[src/rtl/nx_unpack_pkg.sv]
// Shared definitions for the 64->32 FIFO unpack stage: FIFO word layout,
// field offsets, state encoding and a small word-classification helper.
package nx_unpack_pkg;

   localparam int FIFO_DATA_W = 64;
   localparam int FIFO_USER_W = 2;
   localparam int FIFO_NB_W   = 3;
   localparam int FIFO_IN_W   = FIFO_DATA_W + 5 + FIFO_USER_W;

   // Bit positions of each field inside the 71-bit FIFO word
   localparam int DATA_LSB = 0;
   localparam int SOP_BIT  = 64;
   localparam int EOP_BIT  = 65;
   localparam int NB_LSB   = 66;
   localparam int USER_LSB = 69;

   // Packed MSB-first, so the layout matches the offsets above
   typedef struct packed {
      logic [FIFO_USER_W-1:0] user;
      logic [FIFO_NB_W-1:0]   nbm1;   // valid bytes in word minus 1
      logic                   eop;
      logic                   sop;
      logic [FIFO_DATA_W-1:0] data;
   } fifo_word_t;

   typedef enum logic [1:0] {
      EMPTY = 2'd0,
      LO    = 2'd1,
      HI    = 2'd2
   } unpack_st_e;

   // A closing word carrying at most 4 bytes fits entirely in the low beat
   function automatic logic is_short(input fifo_word_t w);
      return w.eop && (w.nbm1 < 3'd4);
   endfunction

endpackage

[src/rtl/nx_unpack_stats.sv]
// Control-plane statistics: accepted-beat counter and packet framing checker.
module nx_unpack_stats
   import nx_unpack_pkg::*;
#(
   parameter int CNT_W = 16
) (
   input  logic             clk,
   input  logic             rst,
   input  logic             clear,
   input  logic             pop,       // word taken from the FIFO this cycle
   input  logic             pop_sop,   // sop flag of that word
   input  logic             accept,    // beat handed downstream this cycle
   input  logic             acc_sop,
   input  logic             acc_eop,
   output logic [CNT_W-1:0] beat_cnt,
   output logic             pkt_err
);

   logic in_pkt_q;
   logic in_pkt_now;

   // Framing state including this cycle's accepted beat; a pop coinciding
   // with the closing eop beat must see the packet as already finished.
   always_comb begin
      // NOTE: every signal written in a combinational block gets a default first, otherwise a latch is inferred.
      in_pkt_now = in_pkt_q;
      if (accept) begin
         if (acc_eop)      in_pkt_now = 1'b0;
         else if (acc_sop) in_pkt_now = 1'b1;
      end
   end

   // Beat counter: cleared only by rst, wraps naturally at 2^CNT_W
   always_ff @(posedge clk) begin
      if (rst)         beat_cnt <= '0;
      else if (accept) beat_cnt <= beat_cnt + 1'b1;
   end

   // In-packet flag and sticky error; a popped sop must open a packet, any other word must continue one
   always_ff @(posedge clk) begin
      if (rst || clear) begin
         in_pkt_q <= 1'b0;
         pkt_err  <= 1'b0;
      end else begin
         in_pkt_q <= in_pkt_now;
         if (pop && (pop_sop == in_pkt_now)) pkt_err <= 1'b1;
      end
   end

endmodule

[src/rtl/nx_fifo_unpack_64to32.sv]
// Drain stage for the 2-deep nx_fifo: pops 64b words and emits them as two
// 32b beats (low half first) on a valid/ready stream, one beat per cycle.
module nx_fifo_unpack_64to32
   import nx_unpack_pkg::*;
#(
   parameter int DATA_W = 64,
   parameter int USER_W = 2,
   parameter int CNT_W  = 16,
   parameter int IN_W   = DATA_W + 5 + USER_W
) (
   input  logic                clk,
   input  logic                rst,
   input  logic                clear,
   input  logic                fifo_empty,
   input  logic [IN_W-1:0]     fifo_rdata,
   output logic                fifo_ren,
   output logic                out_valid,
   input  logic                out_ready,
   output logic [DATA_W/2-1:0] out_data,
   output logic                out_sop,
   output logic                out_eop,
   output logic [1:0]          out_nbytes,
   output logic [USER_W-1:0]   out_user,
   output logic [CNT_W-1:0]    beat_cnt,
   output logic                pkt_err
);

   unpack_st_e state_q, state_d;
   fifo_word_t word_q;
   fifo_word_t pop_word;
   logic       short_w;
   logic       last_beat;
   logic       accept;
   logic       last_acc;

   // Unpack the FIFO head word into its fields
   always_comb begin
      pop_word      = '0;
      pop_word.data = fifo_rdata[DATA_LSB +: FIFO_DATA_W];
      pop_word.sop  = fifo_rdata[SOP_BIT];
      pop_word.eop  = fifo_rdata[EOP_BIT];
      pop_word.nbm1 = fifo_rdata[NB_LSB +: FIFO_NB_W];
      pop_word.user = fifo_rdata[USER_LSB +: FIFO_USER_W];
   end

   assign short_w   = is_short(word_q);
   assign last_beat = (state_q == HI) || ((state_q == LO) && short_w);
   assign accept    = out_valid && out_ready;
   assign last_acc  = accept && last_beat;

   // Pop when idle, or refill in the same cycle the final beat leaves
   assign fifo_ren = !fifo_empty && !rst && !clear && ((state_q == EMPTY) || last_acc);

   // State register
   always_ff @(posedge clk) begin
      if (rst) state_q <= EMPTY;
      else     state_q <= state_d;
   end

   // Holding register, loaded on every pop
   always_ff @(posedge clk) begin
      // NOTE: the data register is left unreset; state EMPTY marks it invalid and masks every output.
      if (fifo_ren) word_q <= pop_word;
   end

   // Next state: a pop always restarts at LO, even when it replaces a finishing word
   always_comb begin
      state_d = state_q;
      if (clear)                         state_d = EMPTY;
      else if (fifo_ren)                 state_d = LO;
      else if (last_acc)                 state_d = EMPTY;
      else if (accept && state_q == LO)  state_d = HI;
   end

   // Beat mux driven only from state and the holding register
   always_comb begin
      out_valid  = 1'b0;
      out_data   = '0;
      out_sop    = 1'b0;
      out_eop    = 1'b0;
      out_nbytes = 2'd0;
      out_user   = '0;
      case (state_q)
         LO: begin
            out_valid  = 1'b1;
            out_data   = word_q.data[31:0];
            out_sop    = word_q.sop;
            out_eop    = short_w;
            out_nbytes = short_w ? word_q.nbm1[1:0] : 2'd3;
            out_user   = word_q.user;
         end
         HI: begin
            // An eop word reaching HI has nbm1 >= 4, so nbm1-4 is just its low two bits
            out_valid  = 1'b1;
            out_data   = word_q.data[63:32];
            out_eop    = word_q.eop;
            out_nbytes = word_q.eop ? word_q.nbm1[1:0] : 2'd3;
            out_user   = word_q.user;
         end
         default: ;
      endcase
   end

   nx_unpack_stats #(
      .CNT_W (CNT_W)
   ) u_stats (
      .clk      (clk),
      .rst      (rst),
      .clear    (clear),
      .pop      (fifo_ren),
      .pop_sop  (pop_word.sop),
      .accept   (accept),
      .acc_sop  (out_sop),
      .acc_eop  (out_eop),
      .beat_cnt (beat_cnt),
      .pkt_err  (pkt_err)
   );

endmodule
[config.mk]
export PLATFORM = sky130hd
export DESIGN_NAME = nx_fifo_unpack_64to32
export DESIGN_NICKNAME = d
export VERILOG_FILES = /design/src/rtl/nx_unpack_pkg.sv /design/src/rtl/nx_unpack_stats.sv /design/src/rtl/nx_fifo_unpack_64to32.sv
export SDC_FILE = /design/constraint.sdc
export NUM_CORES = 1
export LEC_CHECK = 0
export ABC_AREA = 1
export BUFFER_PORTS_ARGS = -buffer_cell sky130_fd_sc_hd__clkbuf_2
export CORE_UTILIZATION = 49
export DETAILED_ROUTE_END_ITERATION = 16
export GPL_TIMING_DRIVEN = 0
export PLACE_DENSITY_LB_ADDON = 0.2
export SLEW_MARGIN = 20
export SYNTH_ARGS = -nofsm -noshare
export SYNTH_HDL_FRONTEND = slang
export SYNTH_SLANG_ARGS = --single-unit
[constraint.sdc]
create_clock -name clk -period 4.85 [get_ports clk]
set_input_delay 0 -clock clk [delete_from_list [all_inputs] [get_ports clk]]
set_output_delay 0 -clock clk [all_outputs]
set_load 0.02 [all_outputs]
Word level (Yosys, flattened, before mapping)
Index checks and enable logic that the tools add are counted.
- add/subtract/negate cells: 1
- magnitude comparators: 1
- equality and inequality tests: 3
- multiplexer cells: 14
- reductions and logical operators: 20
- operator list (kind ; count):
    32-bit one-hot mux with 2 select lines ; 1
    16-bit by 1-bit adder with 16-bit output (second input constant) ; 1
    1-bit logical AND ; 9
    1-bit two-way mux ; 8
    2-bit two-way mux ; 3
    2-bit one-hot mux with 2 select lines ; 1
    2-bit OR reduction ; 2
    4-bit OR reduction ; 1
    1-bit logical NOT ; 3
    1-bit logical OR ; 3
    3-bit < comparator (second input constant) ; 1
    3-bit nonzero test ; 1
    2-bit by 1-bit equality test with 1-bit output (second input constant) ; 1
    2-bit equality test (second input constant) ; 1
    2-bit logical NOT ; 1
    1-bit one-hot mux with 2 select lines ; 1
    1-bit equality test ; 1
- flip-flop bits (word level): 91
- input port bits: 76
- output and inout port bits: 57
- logic and storage cells: 49

Depth between registers and ports, before layout
Gate-level depths: netlist of the first run.
- depth in word-level cells: 8
- depth in mapped cells: 10
- mapped depth without buffers: 10

Cells and area by module
From an unflattened synthesis of the first run, not the netlist that was laid out.
- cells, all modules: 356
- area total of the unflattened synthesis: 3768.6 sq um
- by module, submodules not included (module ; times used ; cells an instance ; area each (sq um) ; seq. area each (sq um)):
    nx_fifo_unpack_64to32 ; 1 ; 222 ; 2861.5 ; 2172.1
    nx_unpack_stats ; 1 ; 134 ; 907.1 ; 360.3

Least setup slack after synthesis of the first run
OpenSTA, ideal clock, no wires.
- path type: register to register
- start: register state_q[0]
- end: register word_q[0] in the netlist's numbering, enable pin
- library setup time: 0.465 ns
- arrival time: 3.541 ns
- required time: 4.385 ns
- path slack: 0.844 ns
- stages on the path, launching flop included: 7
- path buffers: 0
- period minus slack after synthesis: 4.006 ns
- cell sequence: dfxtp_1 -> inv_1 -> ha_1 -> nand2_4 -> inv_1 -> nand2_1 -> a21oi_2
- cells in the longest elaborated chain, start to end: 7
- elaborated cells on any way between the ends: 11
- classes of those cells: 2 x eq/ne; 1 x mux; 8 x reduce/logical
- ends and longest elaborated chain (item ; RTL line ; RTL):
    start: declaration ; nx_fifo_unpack_64to32.sv:28 ; unpack_st_e state_q, state_d;
    start signal: assignment ; nx_fifo_unpack_64to32.sv:57 ; else state_q <= state_d;
    2-bit equality test or 2-bit by 1-bit equality test with 1-bit output (tied branches) ; nx_fifo_unpack_64to32.sv:83 ; case (state_q)
    2-bit OR reduction (no line) (*) ; -- ;
    1-bit two-way mux (*) ; nx_fifo_unpack_64to32.sv:83 ;
    via out_valid ; nx_fifo_unpack_64to32.sv:17 ; output logic out_valid,
    1-bit logical AND (*) ; nx_fifo_unpack_64to32.sv:48 ; assign accept = out_valid && out_ready;
    1-bit logical AND (*) ; nx_fifo_unpack_64to32.sv:49 ; assign last_acc = accept && last_beat;
    1-bit logical OR (*) ; nx_fifo_unpack_64to32.sv:52 ; assign fifo_ren = !fifo_empty && !rst && !clear && ((state_q == EMPTY) || last_acc);
    1-bit logical AND (*) ; nx_fifo_unpack_64to32.sv:52 ;
    via fifo_ren ; nx_fifo_unpack_64to32.sv:16 ; output logic fifo_ren,
    end signal: assignment ; nx_fifo_unpack_64to32.sv:63 ; if (fifo_ren) word_q <= pop_word;
    end: declaration ; nx_fifo_unpack_64to32.sv:29 ; fifo_word_t word_q;
The timed path passes the listed nets; every way through them passes the cells marked *.
A chain may end at the register's enable or synchronous reset.

Final worst setup path of the first run
- start: register state_q[0]
- end: output port fifo_ren
- cells in the longest elaborated chain, start to end: 7
- elaborated cells on any way between the ends: 11
- classes of those cells: 2 x eq/ne; 1 x mux; 8 x reduce/logical
- ends and longest elaborated chain (item ; RTL line):
    2-bit equality test or 2-bit by 1-bit equality test with 1-bit output (tied branches) ; nx_fifo_unpack_64to32.sv:47, nx_fifo_unpack_64to32.sv:83
    2-bit OR reduction (no line) ; --
    1-bit two-way mux ; nx_fifo_unpack_64to32.sv:83
    1-bit logical AND ; nx_fifo_unpack_64to32.sv:48
    1-bit logical AND ; nx_fifo_unpack_64to32.sv:49
    1-bit logical OR (*) ; nx_fifo_unpack_64to32.sv:52
    1-bit logical AND (*) ; nx_fifo_unpack_64to32.sv:52
    end: declaration ; nx_fifo_unpack_64to32.sv:16
Mark *: on every way between the ends. The rest lies on a longest branch, timed or not.

==> summary.md, run 1 <==
| Metric | Value |
|---|---|
| Hold buffers post-CTS | 74 |
| Port Buf Inserts | 131 |
| CTS tree | yes |
| Fmax | 372 MHz |
| Die Ht | 88.6 µm |
| Post CTS Setup Buffer Count | 0 |
| First-pass GRT wire length | 14000 µm |
| Hold_sp | fifo_empty |
| Max_cap viols | 0 |
| Hpwl dp | 5470 µm |
| Via density per instance | 4.83 |
| Num CTS Buffers | 9 |
| Max transition margin | 63.7% |
| Adder-Cell Fraction of Synth Area | 1.70% |
| Min Tclk post-route | 2.69 ns |
| Mux cell area share after synthesis | 0% |
| Initial antenna violation count | 0 |
| Htree depth | 3 |
| Ports | 133 |
| Crit end category | primary output |
| Synth Warn # | 0 |
| Final GP Congestion | 0.812 |
| PwrDens | 284 nW/µm² |
| Layout cells sized above 1 | 28.4% |
| Flops & latches, synth | 91 |
| Starting density of the core | 50.6% |
| Largest net degree at the start of global routing | 25 |
| Syn Nets | 414 |
| Final nets | 633 |
| Post-synthesis compound-gate area fraction | 8.93% |
| Final period util | 55.4% |
| Setup TNS | 0 ns |
| Status | completed |
| Starting DRC count in detailed routing | 136 |
| Synth Area in Simple Gates | 16.0% |
| HP Class | in -> reg |
| Worst skew pair latency | 0.34 ns |
| Final Setup Violations | 0 |
| CP peak stage delay | 0.42 ns |
| GRT overflow | 0 |
| Fin. Hold Viols | 0 |
| Post-route ant nets | 0 |
| Cell Area, Synth | 3670 µm² |
| Max rail drop VDD | 0.000217 V |
| Share of the synthesized area in the top cell type | 58.1% |
| Distinct cell type count after synthesis | 29 |
| Die area | 7840 µm² |
| Die W | 88.6 µm |
| Worst reg2reg path startpoint | state_q[0] |
| Clk_skew | 0.0120 ns |
| Area delta synth->final | 49.7% |
| Clk buf depth | 2 |
| Number of global-route vias before repair | 3000 |
| Fin. max-slew vios | 0 |
| Critical path class | reg -> out |
| Main combinational cell family by area after synthesis | simple AND/OR/NAND/NOR gates |
| Pleak | 2.20 nW |
| Crit path from | state_q[0] |
| RSZ-0062 raised after global routing | no |
| Clock root buffer | clkbuf_8 |
| Routed vias | 3166 |
| Total power | 1.56 mW |
| WL/cell | 14.0 µm |
| Core region area | 7250 µm² |
| Overall routing resource usage | 24.5% |
| Crit-path leading delay family | buffers and inverters |
| DRC Markers | 0 |
| CP Data Arrival Time | 2.69 ns |
| Syn avg cell area | 11.0 µm² |
| CP max FO | 22 |
| DRT Pass-1 Iters | 4 |
| Crit start category | register |
| Largest cells by area after synthesis | edfxtp_1 (58%), dfxtp_1 (11%), nand2_1 (9.8%) |
| Number of diodes | 0 |
| Synth area leader | edfxtp_1 |
| Worst-path cell chain | inv_1 > ha_1 > nand2_4 > inv_1 > nand2_1 > a21oi_4 > buf_16 > buf_16 > clkbuf_2 |
| Critical path buffer and inverter count | 5 |
| Synthesized netlist cell count | 333 |
| Crit path required time | 4.85 ns |
| Slowest CP cell | ha_1 |
| CTS resizes | 0 |
| CTS clk-pin slew, worst paths | 0.09 ns |
| Num rows | 31 |
| Final wirelength | 9150 µm |
| Tightest Pin Transition | 0.544 ns |
| Clk sinks | 91 |
| Post-Synth XOR/XNOR Area | 0.477% |
| Sequential fraction of the synthesis area | 69.0% |
[where the power goes]
part	switching [mW]	total [mW]	leakage (nW)	internal, mW
logic	0.0676	0.146	1.29	0.0784
registers	0.00614	0.868	0.811	0.861
clock network	0.258	0.548	0.104	0.289
total	0.332	1.56	2.20	1.23
[registers in the layout, indices dropped and copies added (netlist names)]
name / count
u_stats.beat_cnt: 16
u_stats.pkt_err: 1
u_stats.in_pkt_q: 1
word_q: 71
state_q: 2
[worst reg2reg max path, delay by kind of cell, from the launching register on]
| family | cells | cell delay (ns) |
|---|---|---|
| fa+ha+maj | 1 | 0.42 |
| flops | 1 | 0.38 |
| compound gates | 1 | 0.41 |
| simple gates | 2 | 0.26 |
| buf+inv | 4 | 0.68 |
[worst paths after layout]
path / endpoint / slack (ns) / cells after the start
max reg2reg: word_q[68] / 2.41 / 8
min: word_q[64] / 0.18 / 3
max: fifo_ren / 2.16 / 9
min reg2reg: u_stats.pkt_err / 0.46 / 2
[per-stage QoR]
| step | hold slack, ns | utilization [%] | instance area (µm²) | instances | setup WS (ns) |
|---|---|---|---|---|---|
| global route | 0.186 | 75.7 | 5490 | 655 | 1.93 |
| CTS | 0.169 | 75.7 | 5490 | 655 | 2.12 |
| finish | 0.176 | 75.7 | 5490 | 655 | 2.16 |
| detailed placement | 0.179 | 62.6 | 4540 | 566 | 2.38 |
| floorplan | 0.0989 | - | 3670 | 333 | 0.844 |
| global placement | 0.177 | 61.4 | 4450 | 563 | 0.193 |
[kinds of logic (layout without fill, tap and decap cells)]
family	Yosys count	count (layout)
AO/OA/AOI/OAI	62	62
AND/OR/NAND/NOR	136	136
adder cells (fa/ha/maj)	5	5
XOR/XNOR	2	2
flip-flops	91	91
buffers and inverters	37	260
[final cells by class]
cell class | instances | area, µm²
sequential | 91 | 2530
fill | 489 | 1760
timing repair buffer | 208 | 1480
multi-input combinational | 205 | 1000
clock buffer | 9 | 124
tap | 99 | 124
inverter | 25 | 93.8
clock inverter | 6 | 88.8
buffer | 12 | 48.8
[synth_stat cells, drive strengths merged]
cell	number
a31oi	1
o21a	1
xor2	2
o21bai	2
nand2	98
o21ai	10
a21oi	46
buf	1
clkbuf	11
dfxtp	20
a211oi	1
or2	2
nor3b	1
a21o	1
and3	1
edfxtp	71
nand3	8
clkinv	1
nor3	3
nor2	20
nand4	3
inv	24
ha	5
[metal layers]
| layer | GRT usage [%] | wire length, µm | vias up |
|---|---|---|---|
| li1 | - | - | 1567 |
| met1 | 28.7 | 3580 | 1452 |
| met2 | 42.7 | 4710 | 126 |
| met3 | 6.44 | 621 | 21 |
| met4 | 10.7 | 239 | 0 |
| met5 | 0 | 0 | - |
[placed cells by master, fill, tap and decap left out, drive strengths merged]
| cell | count |
|---|---|
| clkbuf | 151 |
| bufinv | 2 |
| a211oi | 1 |
| nand4 | 3 |
| xor2 | 2 |
| o21a | 1 |
| a21o | 1 |
| dlygate4sd3 | 74 |
| clkinv | 2 |
| edfxtp | 71 |
| nor3 | 3 |
| o21bai | 2 |
| and3 | 1 |
| nand2 | 98 |
| nand3 | 8 |
| or2 | 2 |
| inv | 26 |
| clkinvlp | 1 |
| buf | 4 |
| dfxtp | 20 |
| nor3b | 1 |
| ha | 5 |
| o21ai | 10 |
| a31oi | 1 |
| nor2 | 20 |
| a21oi | 46 |
Power figures use the tool's default switching activity.
==> inputs of run 2 (changes only) <==
ABC_AREA = 0   (was 1)
clock period = 2.7 ns   (was 4.85 ns; I/O delays follow)
==> run 2 against run 1 <==
  * Combinational power grew 86%
  * Sequential cell count is the same
  * Total power grew 71%
  * Critical path depth is the same
  * Utilization shrank 0.21 points
  * Routed wire length shrank 1.0%
  * Sequential power grew 80%
  * Hold slack lost 0.073 ns
  * Setup slack lost 1.9 ns
  * Cell area shrank 0.27%
  * Synthesized area grew 0.51%
  * Critical path type unchanged
  * Highest routed layer unchanged
==> summary.md, run 2 <==
| Metric | Value |
|---|---|
| Crit start category | register (unchanged) |
| Commonest cells in the synthesized netlist | edfxtp_1 (71), nor2b_1 (34), a22oi_1 (32) (was nand2_1 (96), edfxtp_1 (71), a21oi_1 (45)) |
| Ys async rst share | 0% (unchanged) |
| Max reg flops | 71 (unchanged) |
| Critical path class | reg -> out (unchanged) |
| Count leader, synth | edfxtp_1 (was nand2_1) |
| GRT overflow | 0 (unchanged) |
| Placed Area | 4570 µm² (was 4540 µm²) |
| CTS tree | yes (unchanged) |
| CP Data Arrival Time | 2.39 ns (was 2.69 ns) |
| Clk sinks | 91 (unchanged) |
| CTS clk-pin slew, worst paths | 0.08 ns (was 0.09 ns) |
| Clock power frac | 31.3% (was 35.1%) |
| Worst reg2reg path startpoint | state_q[1] (was state_q[0]) |
| Initial antenna violation count | 0 (unchanged) |
| Setup WS post-layout | 0.313 ns (was 2.16 ns) |
| Final GP Congestion | 0.718 (was 0.812) |
| Largest net degree at the start of global routing | 17 (was 25) |
| Pint | 2.04 mW (was 1.23 mW) |
| Sw Ratio | 23.4% (was 21.3%) |
| Overall routing resource usage | 23.5% (was 24.5%) |
| Tightest Pin Transition | 0.510 ns (was 0.544 ns) |
| DRT Pass-1 Iters | 5 (was 4) |
| Hold Crit Depth | 3 (unchanged) |
| CP max FO | 11 (was 22) |
| PwrDens | 486 nW/µm² (was 284 nW/µm²) |
| Pleak | 2.12 nW (was 2.20 nW) |
| Htree depth | 3 (unchanged) |
| Crit path required time | 2.70 ns (was 4.85 ns) |
| Dominant synthesized flop cell | edfxtp_1 (unchanged) |
| Largest cells by area after synthesis | edfxtp_1 (58%), dfxtp_1 (11%), a22oi_1 (6.5%) (was edfxtp_1 (58%), dfxtp_1 (11%), nand2_1 (9.8%)) |
| Synth Warn # | 0 (unchanged) |
| Logic gate share of total power | 10.2% (was 9.4%) |
| Routed vias | 3003 (was 3166) |
| Number of diodes | 0 (unchanged) |
| Reg power frac | 58.5% (was 55.6%) |
| Synth area leader | edfxtp_1 (unchanged) |
| Post-route ant nets | 0 (unchanged) |
| Layout cells sized above 1 | 35.2% (was 28.4%) |
| Worst skew pair latency | 0.35 ns (was 0.34 ns) |
| Syn Nets | 346 (was 414) |
| Max rail drop VDD | 0.000304 V (was 0.000217 V) |
| Commonest cells after routing, fill and taps aside | clkbuf_2 (132), dlygate4sd3_1 (72), edfxtp_1 (71), nor2b_1 (34), a22oi_1 (32) (was clkbuf_2 (131), nand2_1 (96), dlygate4sd3_1 (74), edfxtp_1 (71), a21oi_1 (45)) |
| Flops & latches, synth | 91 (unchanged) |
| Hold endpoint | u_stats.in_pkt_q (was word_q[64]) |
| Reg2Reg Depth | 8 (unchanged) |
| Fin. Hold Viols | 0 (unchanged) |
| Clock root buffer | clkbuf_8 (unchanged) |
| Clk buf depth | 2 (unchanged) |
| Final Setup Violations | 0 (unchanged) |
| Fin area | 5480 µm² (was 5490 µm²) |
| Final period util | 88.4% |
| Num rows | 31 (unchanged) |
| Synthesized netlist cell count | 265 (was 333) |
| Distinct cell type count after synthesis | 44 (was 29) |
| End of the worst register-to-register path | word_q[11] (was word_q[68]) |
| Area delta synth->final | 48.5% (was 49.7%) |
| Num CTS Buffers | 9 (unchanged) |
| Syn avg cell area | 13.9 µm² (was 11.0 µm²) |
| NetSw | 0.624 mW (was 0.332 mW) |
| Starting DRC count in detailed routing | 81 (was 136) |
| Worst R2R Setup Slack | 0.37 ns (was 2.41 ns) |
| Max transition margin | 66.0% (was 63.7%) |
| Hold_sp | out_ready (was fifo_empty) |
| Port Buf Inserts | 132 (was 131) |
| Sequential fraction of the synthesis area | 68.6% (was 69.0%) |
| Crit end category | primary output (unchanged) |
| Cell Area, Synth | 3690 µm² (was 3670 µm²) |
| Starting density of the core | 50.9% (was 50.6%) |
| HP Class | in -> reg (unchanged) |
| Core region area | 7250 µm² (unchanged) |
| DRC Markers | 0 (unchanged) |
| Min Tclk post-route | 2.39 ns |
| Fin. max-slew vios | 0 (unchanged) |
| Status | completed (unchanged) |
| Fmax | 419 MHz |
| Final nets | 570 (was 633) |
| Commonest non-fill, non-tap cell in the layout | clkbuf_2 (unchanged) |
| Max_cap viols | 0 (unchanged) |
| Via density per instance | 5.06 (was 4.83) |
| Number of global-route vias before repair | 3031 (was 3000) |
| RSZ-0062 raised after global routing | no (unchanged) |
| Place WS | -0.140 ns (was 2.38 ns) |
| Util after Layout | 75.5% (was 75.7%) |
| Regs by FF count | word_q x71, u_stats.beat_cnt x16, state_q x2 (unchanged) |
| WL/cell | 15.3 µm (was 14.0 µm) |
| First-pass GRT wire length | 13600 µm (was 14000 µm) |
| Die area | 7880 µm² (was 7840 µm²) |
| Clk_skew | 0.0146 ns (was 0.0120 ns) |
| Ports | 133 (unchanged) |
| Die Ht | 88.8 µm (was 88.6 µm) |
| Top reg by flops | word_q (unchanged) |
| Share of the synthesized area in the top cell type | 57.8% (was 58.1%) |
| Hpwl dp | 5440 µm (was 5470 µm) |
| Post-synth EDFFs | 71 (unchanged) |
| Die W | 88.8 µm (was 88.6 µm) |
| Final wirelength | 9060 µm (was 9150 µm) |
==> run 2: cell types whose count changed in the layout (fill, tap and decap cells not counted), sizes merged, moves of 4 or more <==
cell	previous run	this run
xor2	2	6
buf	4	14
a22oi	0	32
inv	26	6
nand3	8	4
nand2	98	7
nor2b	0	34
o21ai	10	4
nor2	20	13
nand4	3	7
and2	0	4
a21oi	46	6
==> run 2: through the flow <==
step	total power [mW]	hold WS, ns	cells	TNS [ns]
after floorplan	1.68	0.0787	265	-105.36
final	2.66	0.103	593	0
after CTS	2.66	0.0948	593	0
after global placement	1.76	0.176	496	-153.21
after detailed placement	1.77	0.179	503	-1.12
after global routing	2.75	0.110	593	0
==> run 2: cells by family (layout without fill, tap and decap cells) <==
family	count (synthesis)	in the layout	share of synthesized area [%]
compound gates	55	55	11.3
simple gates	83	83	13.5
buf+inv	20	249	2.17
fa+ha+maj	5	5	1.70
xor+xnor	9	9	2.14
flops	91	91	68.6
mux	2	2	0.576
==> run 2: worst max path at each step <==
stage	start	slack, ns	cells past startpoint	end
after global placement	state_q[1]	-2.11	6	fifo_ren
after detailed placement	state_q[1]	-0.14	8	word_q[55]
after CTS	state_q[1]	0.32	9	fifo_ren
after floorplan	state_q[0]	-1.42	5	word_q[0]
after global routing	state_q[1]	0.17	9	fifo_ren
final	state_q[1]	0.31	9	fifo_ren
==> run 2: what timing repair did <==
action / 4_1_cts / 5_1_grt
setup buffers: 2 / 0
hold endpoints to repair: 72 / 0
gates resized for setup: 0 / 0
hold buffers: 72 / 0
endpoints found under the setup margin: 9 / 0
==> run 2: power by group through the flow <==
| stage | logic [mW] | registers (mW) | clock network (mW) |
|---|---|---|---|
| after floorplan | 0.0840 | 1.59 | 0 |
| after global placement | 0.167 | 1.59 | 0 |
| after detailed placement | 0.180 | 1.59 | 0 |
| after CTS | 0.265 | 1.56 | 0.842 |
| after global routing | 0.290 | 1.56 | 0.894 |
| final | 0.271 | 1.56 | 0.834 |
==> run 2: layout make-up <==
type                    count  area, µm²
well taps                  99        124
inverters                   5       18.8
fillers                   494       1770
flip-flops and latches     91       2530
clock inverters             7       52.6
plain buffers              15       61.3
clock buffers               9        124
multi-input cells         154       1100
repair buffers            213       1460
==> run 2: metal layers <==
layer | wire length [µm] | share of wire, % | up-vias | GRT usage [%]
met1 | 3560 | 39 | 1417 | 25.7
met4 | 246 | 2.7 | 0 | 12.2
li1 | - | - | 1453 | -
met2 | 4830 | 53 | 112 | 43.0
met3 | 427 | 4.7 | 21 | 4.76
met5 | 0 | 0 | - | 0
==> run 2: worst max-delay path: stages (launching register included) <==
cell and delay, ns:
dfxtp_2 0.33, inv_2 0.10, ha_1 0.24, and3b_1 0.22, o21ai_4 0.08, a2111oi_4 0.37, buf_4 0.18, buf_6 0.15
buf_6 0.18, clkbuf_2 0.19
